===== config.mk =====
export PLATFORM = sky130hd
export DESIGN_NAME = instr_fetch
export DESIGN_NICKNAME = d
export VERILOG_FILES = /design/src/rtl/instr_fetch.sv
export SDC_FILE = /design/constraint.sdc
export NUM_CORES = 1
export LEC_CHECK = 0
export CAP_MARGIN = 20
export CORE_MARGIN = 5
export CORE_UTILIZATION = 40
export CTS_CLUSTER_DIAMETER = 80
export DETAILED_ROUTE_END_ITERATION = 12
export GPL_TIMING_DRIVEN = 0
export PLACE_DENSITY = 0.7
export SYNTH_ARGS = -nofsm -noshare
export SYNTH_HDL_FRONTEND = slang
export SYNTH_SLANG_ARGS = --single-unit

===== constraint.sdc =====
create_clock -name clk -period 6.2 [get_ports clk]
set_clock_uncertainty 0.1 [all_clocks]
set_input_delay 0.93 -clock clk [delete_from_list [all_inputs] [get_ports clk]]
set_output_delay 0.93 -clock clk [all_outputs]
set_load 0.02 [all_outputs]

===== src/rtl/instr_fetch.sv =====
// rtl/instr_fetch.sv - instruction fetch unit: PC, imem req/ack master, instruction FIFO
// Optional macro FETCH_PERF_EN adds perf_fetched / perf_flushed counters.
module instr_fetch #(
  parameter logic [15:0] RESET_PC = 16'h0000,
  parameter int          DEPTH    = 2
) (
  input  logic        clk,
  input  logic        rst,
  output logic        imem_req,
  output logic [15:0] imem_addr,
  input  logic        imem_ack,
  input  logic [15:0] imem_rdata,
  input  logic        redirect,
  input  logic [15:0] redirect_pc,
  output logic        instr_valid,
  input  logic        instr_ready,
  output logic [15:0] instr,
  output logic [2:0]  opcode,
  output logic [15:0] instr_pc
`ifdef FETCH_PERF_EN
  ,
  output logic [15:0] perf_fetched,
  output logic [15:0] perf_flushed
`endif
);

  localparam int             PTR_W   = $clog2(DEPTH);
  localparam logic [PTR_W:0] DEPTH_C = (PTR_W + 1)'(DEPTH);

  typedef enum logic [1:0] {
    S_IDLE = 2'd0,
    S_WAIT = 2'd1,
    S_DROP = 2'd2
  } state_t;

  state_t           state;
  state_t           state_next;
  logic [15:0]      pc;
  logic [15:0]      pc_next;
  logic             req_next;
  logic [15:0]      addr_next;

  logic [15:0]      word_mem [DEPTH];
  logic [15:0]      pc_mem   [DEPTH];
  logic [PTR_W-1:0] wr_ptr;
  logic [PTR_W-1:0] rd_ptr;
  logic [PTR_W:0]   count;
  logic [PTR_W:0]   count_after;
  logic             empty;
  logic             push;
  logic             pop;

  // A push only happens for a live request; redirect turns a landing ack into a discard.
  assign empty       = (count == '0);
  assign instr_valid = !empty;
  assign pop         = instr_valid && instr_ready;
  assign push        = (state == S_WAIT) && imem_ack && !redirect;
  assign count_after = count + {{PTR_W{1'b0}}, push} - {{PTR_W{1'b0}}, pop};

  assign instr    = empty ? 16'h0000 : word_mem[rd_ptr];
  assign instr_pc = empty ? 16'h0000 : pc_mem[rd_ptr];
  assign opcode   = instr[15:13];

  // Next fetch PC: redirect wins, otherwise advance on every accepted word (wraps at 16 bits).
  always_comb begin
    pc_next = pc;
    if (redirect) begin
      pc_next = redirect_pc;
    end else if (push) begin
      pc_next = pc + 16'd1;
    end
  end

  // FSM state register.
  always_ff @(posedge clk) begin
    if (rst) begin
      state <= S_IDLE;
    end else begin
      state <= state_next;
    end
  end

  // FSM next state; a new request is only issued when the FIFO has room for its word.
  always_comb begin
    state_next = state;
    case (state)
      S_IDLE: begin
        if (!redirect && (count < DEPTH_C)) begin
          state_next = S_WAIT;
        end
      end
      S_WAIT: begin
        if (redirect) begin
          state_next = imem_ack ? S_IDLE : S_DROP;
        end else if (imem_ack) begin
          state_next = (count_after < DEPTH_C) ? S_WAIT : S_IDLE;
        end
      end
      S_DROP: begin
        // The stale request must still complete; a redirect here only moves the PC.
        if (imem_ack) begin
          state_next = S_IDLE;
        end
      end
      default: state_next = S_IDLE;
    endcase
  end

  // FSM outputs: request follows the next state; address is reloaded only when a new request starts.
  always_comb begin
    req_next  = (state_next != S_IDLE);
    addr_next = imem_addr;
    if ((state_next == S_WAIT) && ((state == S_IDLE) || imem_ack)) begin
      addr_next = pc_next;
    end
  end

  // Registered request interface and PC.
  always_ff @(posedge clk) begin
    if (rst) begin
      imem_req  <= 1'b0;
      imem_addr <= RESET_PC;
      pc        <= RESET_PC;
    end else begin
      imem_req  <= req_next;
      imem_addr <= addr_next;
      pc        <= pc_next;
    end
  end

  // FIFO pointers and occupancy; redirect flushes everything, including a same-cycle pop.
  always_ff @(posedge clk) begin
    if (rst || redirect) begin
      wr_ptr <= '0;
      rd_ptr <= '0;
      count  <= '0;
    end else begin
      if (push) begin
        wr_ptr <= wr_ptr + 1'b1;
      end
      if (pop) begin
        rd_ptr <= rd_ptr + 1'b1;
      end
      count <= count_after;
    end
  end

  // FIFO storage: word plus the address it was fetched from.
  always_ff @(posedge clk) begin
    if (push && !rst) begin
      word_mem[wr_ptr] <= imem_rdata;
      pc_mem[wr_ptr]   <= imem_addr;
    end
  end

`ifdef FETCH_PERF_EN
  logic flush_hit;

  assign flush_hit = redirect && (!empty || (state == S_WAIT));

  // Saturating counters for delivered instructions and redirects that threw work away.
  always_ff @(posedge clk) begin
    if (rst) begin
      perf_fetched <= 16'h0000;
      perf_flushed <= 16'h0000;
    end else begin
      if (pop && !redirect && (perf_fetched != 16'hFFFF)) begin
        perf_fetched <= perf_fetched + 16'd1;
      end
      if (flush_hit && (perf_flushed != 16'hFFFF)) begin
        perf_flushed <= perf_flushed + 16'd1;
      end
    end
  end
`endif

endmodule

==> results of run 1 <==
## sequential cells by signal (all words and copies together), names as in the netlist, named ones only
register and count:
imem_addr 16, pc 16, wr_ptr 1, word_mem 32, imem_req 1, state 2
rd_ptr 1, pc_mem 32, count 2
## power groups by stage
stage | registers, W | logic (W) | clock network [W]
floorplan | 0.000794 | 0.0000568 | 0
global placement | 0.000787 | 0.000130 | 0
detailed placement | 0.000788 | 0.000133 | 0
CTS | 0.000772 | 0.000134 | 0.000473
global route | 0.000776 | 0.000143 | 0.000500
finish | 0.000772 | 0.000133 | 0.000466
## worst paths after layout
path	startpoint	end	slack (ps)	cells past startpoint
max	redirect	imem_addr[9]	1890	14
min	imem_addr[7]	pc_mem[1][7]	410	0
max reg2reg	count[1]	imem_addr[9]	2660	13
min reg2reg	imem_addr[7]	pc_mem[1][7]	410	0
## layout by cell type, fill, tap and decap left out, types with 3 or more instances in the layout
cell type,count
edfxtp_1,64
dfxtp_1,40
xnor2_1,7
a211oi_1,19
buf_1,3
nor3_1,19
mux2i_1,33
nor2_1,48
nand3_1,4
o21ai_0,3
and2_1,3
buf_4,14
clkdlybuf4s50_1,89
and3_1,3
inv_1,5
xor2_1,9
buf_2,6
ha_1,3
clkbuf_1,12
a311oi_1,6
nand4_1,4
a21oi_1,6
clkbuf_8,9
nand2_1,11
## worst register-to-register path, cell delays in order, from the launching register on
cell and delay (ps):
dfxtp_1 310, clkbuf_1 180, nor2_1 450, inv_1 100
and2_1 210, ha_1 280, inv_1 40, ha_1 210
xnor2_1 210, nor4b_2 670, or2_2 220, buf_4 120
buf_2 210, a211oi_1 110
## cell families after synthesis
kind of cell / count (synthesis)
xor+xnor: 16
mux: 34
compound gates: 45
fa+ha+maj: 3
buf+inv: 32
flops: 104
simple gates: 118
## layer usage
metal / up-vias / share of wire (%)
li1: 1508 / -
met1: 1394 / 46
met2: 72 / 48
met3: 8 / 4.7
met4: 0 / 1.2
met5: - / 0
## cell type report
class,instances,area share [%]
Multi-Input combinational cell,216,25.9
Clock buffer,9,2.17
Tap cell,140,3.07
Inverter,5,0.329
Clock inverter,7,1.78
Timing Repair Buffer,97,16.7
Sequential cell,104,47.8
Buffer,27,2.31
## through the flow
| step | setup TNS [ps] | setup WS, ps | total power [W] | util (%) |
|---|---|---|---|---|
| after floorplan | 0 | 940 | 0.000850 | - |
| after global placement | -92010 | -1660 | 0.000917 | 50.3 |
| after detailed placement | 0 | 1540 | 0.000921 | 50.9 |
| after CTS | 0 | 1930 | 0.00138 | 53.0 |
| after global routing | 0 | 1640 | 0.00142 | 53.0 |
| final | 0 | 1890 | 0.00137 | 53.0 |
==> reports/qor.json, run 1 <==
{
  "fin_crit_ps": 4310,
  "detail_route.iter0.violations": 204,
  "timing_worst_slew_pin_value_ps": 759,
  "combinational_cell_fraction_of_total_power_pct": 9.7,
  "placement.cell_area_mm2": 0.00547,
  "largest_family_of_logic_cells_by_synthesized_area": "simple AND/OR/NAND/NOR gates",
  "gr-usage-met2_pct": 24.5,
  "grt_antenna_before_repair": 0,
  "final-seq-area_mm2": 0.00272,
  "post_cts.resized_instances": 0,
  "fraction_of_final_layout_cells_sized_beyond_drive_strength_1_pct": 10.8,
  "cp.arrival_ps": 4450,
  "gp_congestion": 0.850,
  "starting_density_pct": 40.3,
  "slew-limit-headroom_pct": 49.3,
  "insertedDiodeCount": 0,
  "crit_path_end_kind": "register",
  "holdCritPathClass": "register to register",
  "synth-compound-area-share_pct": 7.59,
  "dieWidth_um": 114,
  "status": "completed",
  "place_hpwl_um": 7120,
  "fp.coreArea_mm2": 0.0107,
  "grt.overflow.total": 0,
  "critical_path.max_fanout": 10,
  "routed_via_density": 4.93,
  "detailedRoute.firstPassIterationCount": 4,
  "gr-usage-all-layers_pct": 14.6,
  "clk_sink_count": 104,
  "max_clock_freq_mhz": 232,
  "synth-seq-area-share_pct": 62.8,
  "worst_path_dominant_cell_family": "buffers and inverters",
  "cell_chain_critical_path": "clkdlybuf4s50_1 -> clkbuf_1 -> inv_1 -> buf_4 -> nand2b_1 -> ha_1 -> inv_1 -> ha_1 -> xnor2_1 -> nor4b_2 -> or2_2 -> buf_4 -> buf_2 -> a211oi_1",
  "timing.critical_path.from_type": "primary input",
  "number_of_enable_type_register_cells_in_the_synthesized_netlist": 64,
  "synthesis.area_per_instance_um2": 12.3,
  "wire_per_inst_um": 15.6,
  "tritoncts_clock_tree": "done",
  "grt.met3_usage_pct": 1.96,
  "syn-num-nets": 392,
  "fillers": 979,
  "critPathKind": "primary input to register",
  "worst-endpoint-required_ps": 6330,
  "place_inst": 589,
  "clock_tree.htree_level_count": 3,
  "finalHoldViolations": 0,
  "synthCells": 352,
  "synth.mux.area_fraction_pct": 7.88,
  "leakage_nw": 1.90,
  "whs_ps": 407,
  "clock_path_buffers": 2,
  "max_cap_viol_count": 0,
  "synthTopCellsByCount": "64 x edfxtp_1, 48 x nor2_1, 40 x dfxtp_1",
  "top_usage_layer": "met2",
  "buffer_ports.inserted": 89,
  "power.share.sequential_pct": 56.4,
  "placementRows": 38,
  "switching_portion_of_total_power_pct": 23.2,
  "cts_buffers": 9,
  "synth_async_sr_flop_share_pct": 0,
  "critical-path-max-stage-delay_ps": 670,
  "largest_net_degree_at_the_start_of_global_routing": 19,
  "synth_top_area_share_pct": 44.3,
  "worst_ir_drop_vdd_mv": 0.131,
  "nNetsFinal": 500,
  "grt_setup_unrepaired": "false",
  "wirelength_um": 9450,
  "synth.top_cells.by_area": "edfxtp_1 44%, dfxtp_1 18%, mux2i_1 7.6%, nor2_1 4.2%, a211oi_1 3.3%",
  "maxSlewViolCount": 0,
  "ys_types": 49,
  "post_cts_buffers": 0,
  "drc": 0,
  "synthMostInstantiatedCell": "edfxtp_1",
  "clk_root_buffer_cell": "clkbuf_8",
  "postSynthRegisterBits": 104,
  "synth-xor-area-share_pct": 3.23,
  "drt.antenna.violating_nets": 0,
  "synth_flop_cell": "edfxtp_1",
  "p_per_area_mw_per_mm2": 240,
  "total_switching_power_w": 0.000319,
  "design.die.area_mm2": 0.0130,
  "yosys.area.top_type": "edfxtp_1",
  "ioPinCount": 90,
  "grt_pass1_vias": 2983,
  "timing.critical_path.buf_inv": 7,
  "flow.area_growth_from_synthesis_pct": 31.5,
  "yosys_warnings": 0,
  "post_synth_and_or_nand_nor_area_fraction_pct": 14.2,
  "multi_input_gate_area_in_the_final_layout_mm2": 0.00148,
  "path_clk_slew_ps": 100,
  "internal_power_w": 0.00105,
  "slowest_stage": "nor4b_2",
  "portion_of_total_power_attributed_to_the_clock_network_pct": 34.0,
  "worst_skew_pair.late_latency_ps": 360,
  "synth-adder-area-share_pct": 0.866,
  "layoutNonFillerInstCount": 605,
  "min_period_over_period_pct": 69.6,
  "die_y_um": 114,
  "grt_first_pass_wirelength_um": 15000,
  "routed-via-count": 2982,
  "synth_area_mm2": 0.00434,
  "cts_hold_repair.buffers": 0,
  "postLayoutCellArea_mm2": 0.00570,
  "setup_violations": 0,
  "met1_usage_pct": 19.4
}
No activity file was read; power rests on OpenSTA's default activity.
==> run 2: changes to the inputs <==
--- a/config.mk
+++ b/config.mk
@@ -11,7 +11,7 @@
 export CTS_CLUSTER_DIAMETER = 80
 export DETAILED_ROUTE_END_ITERATION = 12
 export GPL_TIMING_DRIVEN = 0
-export PLACE_DENSITY = 0.7
+export PLACE_DENSITY = 0.72
 export SYNTH_ARGS = -nofsm -noshare
 export SYNTH_HDL_FRONTEND = slang
 export SYNTH_SLANG_ARGS = --single-unit
==> constraint.sdc (replaced) <==
create_clock -name clk -period 3.5 [get_ports clk]
set_clock_uncertainty 0.1 [all_clocks]
set_input_delay 0.525 -clock clk [delete_from_list [all_inputs] [get_ports clk]]
set_output_delay 0.525 -clock clk [all_outputs]
set_load 0.02 [all_outputs]
==> run 2 against run 1 <==
Compared with the run above:
- setup slack got worse by 1700 ps
- highest routed layer unchanged
- clock power rose by 69%
- via count is 1.4% higher
- critical path type unchanged
==> reports/qor.json, run 2 (synthesis results as in run 1) <==
{
  "wire_per_inst": {"value": 15.4, "unit": "um", "change": "-1.2%"},
  "placementRows": {"value": 38, "change": "unchanged"},
  "dieWidth": {"value": 114, "unit": "um", "change": "unchanged"},
  "starting_density": {"value": 40.3, "unit": "%", "change": "unchanged"},
  "insertedDiodeCount": {"value": 0, "change": "unchanged"},
  "top_layer_used": "met4",
  "timing_worst_slew_pin_value": {"value": 771, "unit": "ps", "change": "+12.5 ps"},
  "detail_route.iter0.violations": {"value": 151, "change": "-26%"},
  "setup_violations": {"value": 0, "change": "unchanged"},
  "largest_net_degree_at_the_start_of_global_routing": {"value": 21, "change": "+2"},
  "critPathKind": "primary input to register",
  "layoutNonFillerInstCount": {"value": 601, "change": "-0.66%"},
  "maxSlewViolCount": {"value": 0, "change": "unchanged"},
  "drt-met1-wl": {"value": 4300, "unit": "um", "change": "-1.5%"},
  "worst_ir_drop_vdd": {"value": 0.248, "unit": "mV", "change": "+90%"},
  "finalHoldViolations": {"value": 0, "change": "unchanged"},
  "cp.arrival": {"value": 3440, "unit": "ps", "change": "-1010 ps"},
  "worst_skew_pair.late_latency": {"value": 370, "unit": "ps", "change": "about the same"},
  "met3_wirelength": {"value": 488, "unit": "um", "change": "+10%"},
  "gp_congestion": {"value": 0.807, "change": "-5.0%"},
  "drt.antenna.violating_nets": {"value": 0, "change": "unchanged"},
  "tritoncts_clock_tree": "done",
  "holdCritPathClass": "register to register",
  "clock_tree.htree_level_count": {"value": 3, "change": "unchanged"},
  "clk_root_buffer_cell": "clkbuf_8",
  "min_period_over_period_pct": 94.6,
  "routed_via_density": {"value": 5.03, "change": "+2.1%"},
  "die_y": {"value": 114, "unit": "um", "change": "unchanged"},
  "clock_path_buffers": {"value": 2, "change": "unchanged"},
  "mostFrequentLayoutCells": "88 x clkdlybuf4s50_1, 64 x edfxtp_1, 47 x nor2_1",
  "worst-endpoint-required": {"value": 3630, "unit": "ps", "change": "-2700 ps"},
  "wirelength": {"value": 9270, "unit": "um", "change": "-1.9%"},
  "detailedRoute.firstPassIterationCount": {"value": 4, "change": "unchanged"},
  "cts_hold_repair.buffers": {"value": 0, "change": "unchanged"},
  "drc": {"value": 0, "change": "unchanged"},
  "grt_antenna_before_repair": {"value": 0, "change": "unchanged"},
  "crit_path_end_kind": "register",
  "place_hpwl": {"value": 7040, "unit": "um", "change": "-1.1%"},
  "min_from": "imem_addr[5]",
  "status": "completed",
  "max_cap_viol_count": {"value": 0, "change": "unchanged"},
  "path_clk_slew": {"value": 110, "unit": "ps", "change": "about the same"},
  "buffer_ports.inserted": {"value": 89, "change": "unchanged"},
  "layout_commonest_cell": "clkdlybuf4s50_1",
  "design.die.area": {"value": 0.0130, "unit": "mm^2", "change": "unchanged"},
  "slew-limit-headroom": {"value": 48.6, "unit": "%", "change": "-0.70 points"},
  "gr-usage-all-layers": {"value": 14.9, "unit": "%", "change": "+0.29 points"},
  "slowest_stage": "clkdlybuf4s50_1",
  "grt_pass1_vias": {"value": 3044, "change": "+2.0%"},
  "clk_sink_count": {"value": 104, "change": "unchanged"},
  "fin_ws": {"value": 191, "unit": "ps", "change": "-1700 ps"},
  "p_per_area": {"value": 416, "unit": "mW/mm^2", "change": "+73%"},
  "fraction_of_final_layout_cells_sized_beyond_drive_strength_1": {"value": 11.5, "unit": "%", "change": "+0.74 points"},
  "r2r_start": "count[1]",
  "timing.critical_path.from_type": "primary input",
  "cts_buffers": {"value": 9, "change": "unchanged"},
  "max_clock_freq_mhz": 302,
  "routed-via-count": {"value": 3025, "change": "+1.4%"},
  "ioPinCount": {"value": 90, "change": "unchanged"},
  "met2_length": {"value": 4340, "unit": "um", "change": "-4.2%"},
  "fin_crit_ps": 3310,
  "flow.area_growth_from_synthesis_pct": 32.7,
  "whs": {"value": 392, "unit": "ps", "change": "-14.4 ps"},
  "critical_path.max_fanout": {"value": 14, "change": "+4"},
  "place_inst": {"value": 585, "change": "-0.68%"},
  "sum_of_negative_setup_slack": {"value": 0, "unit": "ps", "change": "unchanged"},
  "grt.overflow.total": {"value": 0, "change": "unchanged"},
  "critical-path-max-stage-delay": {"value": 520, "unit": "ps", "change": "-150 ps"},
  "cell_chain_critical_path": "clkdlybuf4s50_1 -> buf_4 -> inv_1 -> buf_4 -> nand2b_1 -> ha_1 -> inv_1 -> ha_1 -> xnor2_2 -> nor4b_4 -> or2_2 -> buf_4 -> a311oi_1",
  "critical_path.startpoint": "redirect",
  "fp.coreArea": {"value": 0.0107, "unit": "mm^2", "change": "unchanged"},
  "leakage": {"value": 1.91, "unit": "nW", "change": "+0.71%"},
  "crit_top_cell": "buf_4",
  "nNetsFinal": {"value": 496, "change": "-0.80%"},
  "top_regs": "pc_mem x32, word_mem x32",
  "grt_first_pass_wirelength": {"value": 15200, "unit": "um", "change": "+1.4%"},
  "dp_worst_setup_slack": {"value": -823, "unit": "ps", "change": "-2360 ps"}
}
run 2: final timing paths:
kind / end / slack, ps / cells after the start
max: imem_addr[13] / 190 / 13
min: pc_mem[0][5] / 390 / 0
max reg2reg: imem_addr[13] / 380 / 12
min reg2reg: pc_mem[0][5] / 390 / 0
run 2: repair_timing:
action	4_1_cts	5_1_grt
buffers inserted	0	1
endpoints found under the setup margin	16	10
gates resized for setup	6	12
pin swaps	1	2
run 2: metrics by stage:
stage                     utilization, %  total power (W)  area (um^2)
after global routing                53.5          0.00249         5750
after CTS                           53.3          0.00242         5730
after detailed placement            51.0          0.00163         5480
after global placement              50.4          0.00162         5410
after floorplan                        -          0.00151         4350
final                               53.5          0.00239         5750
run 2: final cells by class:
type / count / area, um^2
Multi-Input combinational cell: 216 / 1530
Clock inverter: 7 / 92.6
Timing Repair Buffer: 94 / 946
Buffer: 26 / 140
Clock buffer: 9 / 124
Tap cell: 140 / 175
Fill cell: 954 / 4990
Inverter: 5 / 18.8
Sequential cell: 104 / 2720
run 2: per-layer routing:
layer / vias to the layer above / GRT usage, %
met5: - / 0
met4: 0 / 6.18
met3: 10 / 2.38
met2: 89 / 24.0
met1: 1426 / 20.0
li1: 1500 / -
run 2: worst max-delay path: cells and delay by family:
kind            cells  cell delay (ps)
buf+inv             6             1300
simple gates        3              790
fa+ha+maj           2              510
xor+xnor            1              200
compound gates      1              100
run 2: power by group:
part | switching, W | internal (W)
logic | 0.000120 | 0.000119
clock network | 0.000438 | 0.000351
registers | 0.0000314 | 0.00134
==> run 3: changes to the inputs <==
--- a/config.mk
+++ b/config.mk
@@ -6,6 +6,7 @@
 export NUM_CORES = 1
 export LEC_CHECK = 0
 export CAP_MARGIN = 20
+export CORE_ASPECT_RATIO = 0.6
 export CORE_MARGIN = 5
 export CORE_UTILIZATION = 40
 export CTS_CLUSTER_DIAMETER = 80
==> run 3 against run 2 <==
Compared with the run above:
- worst hold slack lost 2.8 ps
- largest power group unchanged
- largest cell class unchanged
- final cell count is 0.17% lower
- flip-flop and latch count is the same
- critical endpoint is now imem_addr[7]
- global-route usage rose by 0.24 points
==> reports/qor.json, run 3 (synthesis results as in run 1) <==
{
  "status": "completed",
  "max_clock_freq": {"value": 299, "unit": "MHz", "change": "-0.89%"},
  "met1_usage": {"value": 21.9, "unit": "%", "change": "+1.9 points"},
  "whs": {"value": 390, "unit": "ps", "change": "-2.83 ps"},
  "maxSlewViolCount": {"value": 0, "change": "unchanged"},
  "cell_chain_critical_path": "clkdlybuf4s50_1 -> buf_4 -> inv_1 -> buf_4 -> nand2b_1 -> ha_1 -> inv_1 -> ha_1 -> xnor2_2 -> nor4b_4 -> buf_2 -> nor3_1 -> a211oi_1",
  "buffer_ports.inserted": {"value": 89, "change": "unchanged"},
  "fin_crit": {"value": 3340, "unit": "ps", "change": "+29.9 ps"},
  "p_per_area": {"value": 469, "unit": "mW/mm^2", "change": "+13%"},
  "dieWidth": {"value": 144, "unit": "um", "change": "+27%"},
  "place_hpwl": {"value": 7360, "unit": "um", "change": "+4.5%"},
  "worst_skew_pair.late_latency": {"value": 350, "unit": "ps", "change": "-20 ps"},
  "grt_antenna_before_repair": {"value": 0, "change": "unchanged"},
  "fp.coreArea": {"value": 0.0106, "unit": "mm^2", "change": "-1.4%"},
  "ioPinCount": {"value": 90, "change": "unchanged"},
  "tritoncts_clock_tree": "done",
  "min_period_over_period": {"value": 95.4, "unit": "%", "change": "+0.85 points"},
  "path_clk_slew": {"value": 70, "unit": "ps", "change": "-40 ps"},
  "dp_worst_setup_slack": {"value": -836, "unit": "ps", "change": "-13.2 ps"},
  "insertedDiodeCount": {"value": 0, "change": "unchanged"},
  "holdCritPathClass": "register to register",
  "design_power_total": {"value": 0.00275, "unit": "W", "change": "+15%"},
  "timing.critical_path.from_type": "primary input",
  "worst_path_dominant_cell_family": "buffers and inverters",
  "fin_ws": {"value": 161, "unit": "ps", "change": "-29.9 ps"},
  "design.die.area": {"value": 0.0131, "unit": "mm^2", "change": "+0.52%"},
  "layout_commonest_cell": "clkdlybuf4s50_1",
  "flow.area_growth_from_synthesis_pct": 35.4,
  "sum_of_negative_setup_slack": {"value": 0, "unit": "ps", "change": "unchanged"},
  "cts_hold_repair.buffers": {"value": 0, "change": "unchanged"},
  "ff2ff_path_depth": {"value": 12, "change": "unchanged"},
  "fillers": {"value": 868, "change": "-9.0%"},
  "r2r_start": "count[1]",
  "placementRows": {"value": 29, "change": "-24%"},
  "clock_path_buffers": {"value": 2, "change": "unchanged"},
  "worst_ir_drop_vdd": {"value": 0.278, "unit": "mV", "change": "+12%"},
  "finalHoldViolations": {"value": 0, "change": "unchanged"},
  "postLayoutCellArea": {"value": 0.00587, "unit": "mm^2", "change": "+2.1%"},
  "fraction_of_final_layout_cells_sized_beyond_drive_strength_1": {"value": 11.1, "unit": "%", "change": "-0.43 points"},
  "grt_setup_unrepaired": "false",
  "wire_per_inst": {"value": 16.2, "unit": "um", "change": "+5.1%"},
  "top_usage_layer": "met1",
  "gp_congestion": {"value": 0.929, "change": "+15%"},
  "routed_via_density": {"value": 5.18, "change": "+2.9%"},
  "nNetsFinal": {"value": 496, "change": "unchanged"},
  "starting_density": {"value": 40.9, "unit": "%", "change": "+0.57 points"},
  "setup_violations": {"value": 0, "change": "unchanged"},
  "detail_route.iter0.violations": {"value": 125, "change": "-17%"},
  "critical_register_to_register_path_endpoint": "imem_addr[7]",
  "cp.arrival": {"value": 3500, "unit": "ps", "change": "+60 ps"},
  "min_path_cells": {"value": 0, "change": "unchanged"},
  "r2r_slack": {"value": 360, "unit": "ps", "change": "-20 ps"},
  "crit_path_end_kind": "register",
  "die_y": {"value": 90.6, "unit": "um", "change": "-21%"},
  "min_from": "imem_addr[5]",
  "critPathKind": "primary input to register",
  "timing_worst_slew_pin_value": {"value": 1000, "unit": "ps", "change": "+229 ps"},
  "clk_root_buffer_cell": "clkbuf_16",
  "critical_path.max_fanout": {"value": 10, "change": "-4"},
  "grt.overflow.total": {"value": 0, "change": "unchanged"},
  "max_cap_viol_count": {"value": 0, "change": "unchanged"},
  "clock_tree.htree_level_count": {"value": 3, "change": "unchanged"},
  "cts_buffers": {"value": 9, "change": "unchanged"},
  "gr-usage-met2": {"value": 21.7, "unit": "%", "change": "-2.4 points"},
  "detailedRoute.firstPassIterationCount": {"value": 4, "change": "unchanged"},
  "slowest_stage": "clkdlybuf4s50_1",
  "grt_pass1_vias": {"value": 2969, "change": "-2.5%"},
  "routed-via-count": {"value": 3108, "change": "+2.7%"},
  "placement.cell_area": {"value": 0.00548, "unit": "mm^2", "change": "about the same"},
  "top_regs": "pc_mem x32, word_mem x32",
  "mostFrequentLayoutCells": "88 x clkdlybuf4s50_1, 64 x edfxtp_1, 47 x nor2_1",
  "grt_first_pass_wirelength": {"value": 15300, "unit": "um", "change": "+0.31%"},
  "drt.antenna.violating_nets": {"value": 0, "change": "unchanged"},
  "largest_net_degree_at_the_start_of_global_routing": {"value": 19, "change": "-9.5%"},
  "critical-path-max-stage-delay": {"value": 520, "unit": "ps", "change": "about the same"},
  "drc": {"value": 0, "change": "unchanged"},
  "endpoint_with_the_worst_hold_slack": "pc_mem[0][5]",
  "worst-endpoint-required": {"value": 3660, "unit": "ps", "change": "+30 ps"},
  "clk_sink_count": {"value": 104, "change": "unchanged"},
  "gr-usage-all-layers": {"value": 15.1, "unit": "%", "change": "+0.24 points"},
  "wirelength": {"value": 9730, "unit": "um", "change": "+4.9%"},
  "grt.met3_usage": {"value": 5.71, "unit": "%", "change": "+3.3 points"},
  "slew-limit-headroom": {"value": 33.0, "unit": "%", "change": "-16 points"},
  "leakage": {"value": 1.97, "unit": "nW", "change": "+3.1%"},
  "timing.critical_path.buf_inv": {"value": 6, "change": "unchanged"}
}
run 3: cell count changes in the layout (fill, tap and decap cells not counted), moves of 2 or more:
cell | previous run | this run
buf_2 | 4 | 6
clkbuf_16 | 0 | 9
clkbuf_8 | 9 | 0
buf_6 | 5 | 3
bufinv_16 | 1 | 3
run 3: area by class of cell:
class / instances / area (um^2) / share of cell area, %
Buffer: 26 / 131 / 2.24
Clock buffer: 9 / 225 / 3.84
Clock inverter: 7 / 123 / 2.09
Inverter: 5 / 18.8 / 0.320
Multi-Input combinational cell: 216 / 1530 / 26.0
Sequential cell: 104 / 2720 / 46.4
Tap cell: 139 / 174 / 2.96
Timing Repair Buffer: 94 / 950 / 16.2
run 3: worst reg2reg max path: cells and delay by family, from the launching register on:
family                     cells  cell delay [ps]
and+or+nand+nor                4             1110
AOI/OAI and AO/OA              1              210
adders and majority gates      2              520
DFF                            1              300
xor gates and xnor gates       1              210
buffers and inverters          4              620
run 3: worst max-delay path by stage:
stage                     end      from  slack, ps  cells after the start
2_1_floorplan    pc_mem[1][0]  imem_ack        240                      3
3_3_place_gp   word_mem[1][4]  imem_ack      -1430                      4
3_5_place_dp    imem_addr[10]  redirect       -840                     14
4_1_cts         imem_addr[10]  imem_ack         30                     13
5_1_grt          imem_addr[9]  redirect          2                     13
6_report         imem_addr[7]  redirect        160                     13
run 3: timing repair:
action / CTS / global route
pin swaps: 1 / 1
setup endpoints to repair: 16 / 10
resized for setup: 7 / 4
buffers inserted: 0 / 1
run 3: metal layers:
metal / part of all wire [%] / up-vias / wire, um
met5: 0 / - / 0
li1: - / 1514 / -
met1: 48 / 1459 / 4700
met4: 0.98 / 0 / 95
met2: 42 / 123 / 4080
met3: 8.8 / 12 / 855
run 3: through the flow:
step	std cells	utilization, %
floorplan	352	-
global placement	580	51.1
detailed placement	584	51.7
CTS	600	55.3
global route	600	55.4
finish	600	55.4
run 3: power breakdown:
| group | switching (W) | internal [W] |
|---|---|---|
| combinational | 0.000124 | 0.000118 |
| clock | 0.000438 | 0.000706 |
| sequential | 0.0000304 | 0.00134 |
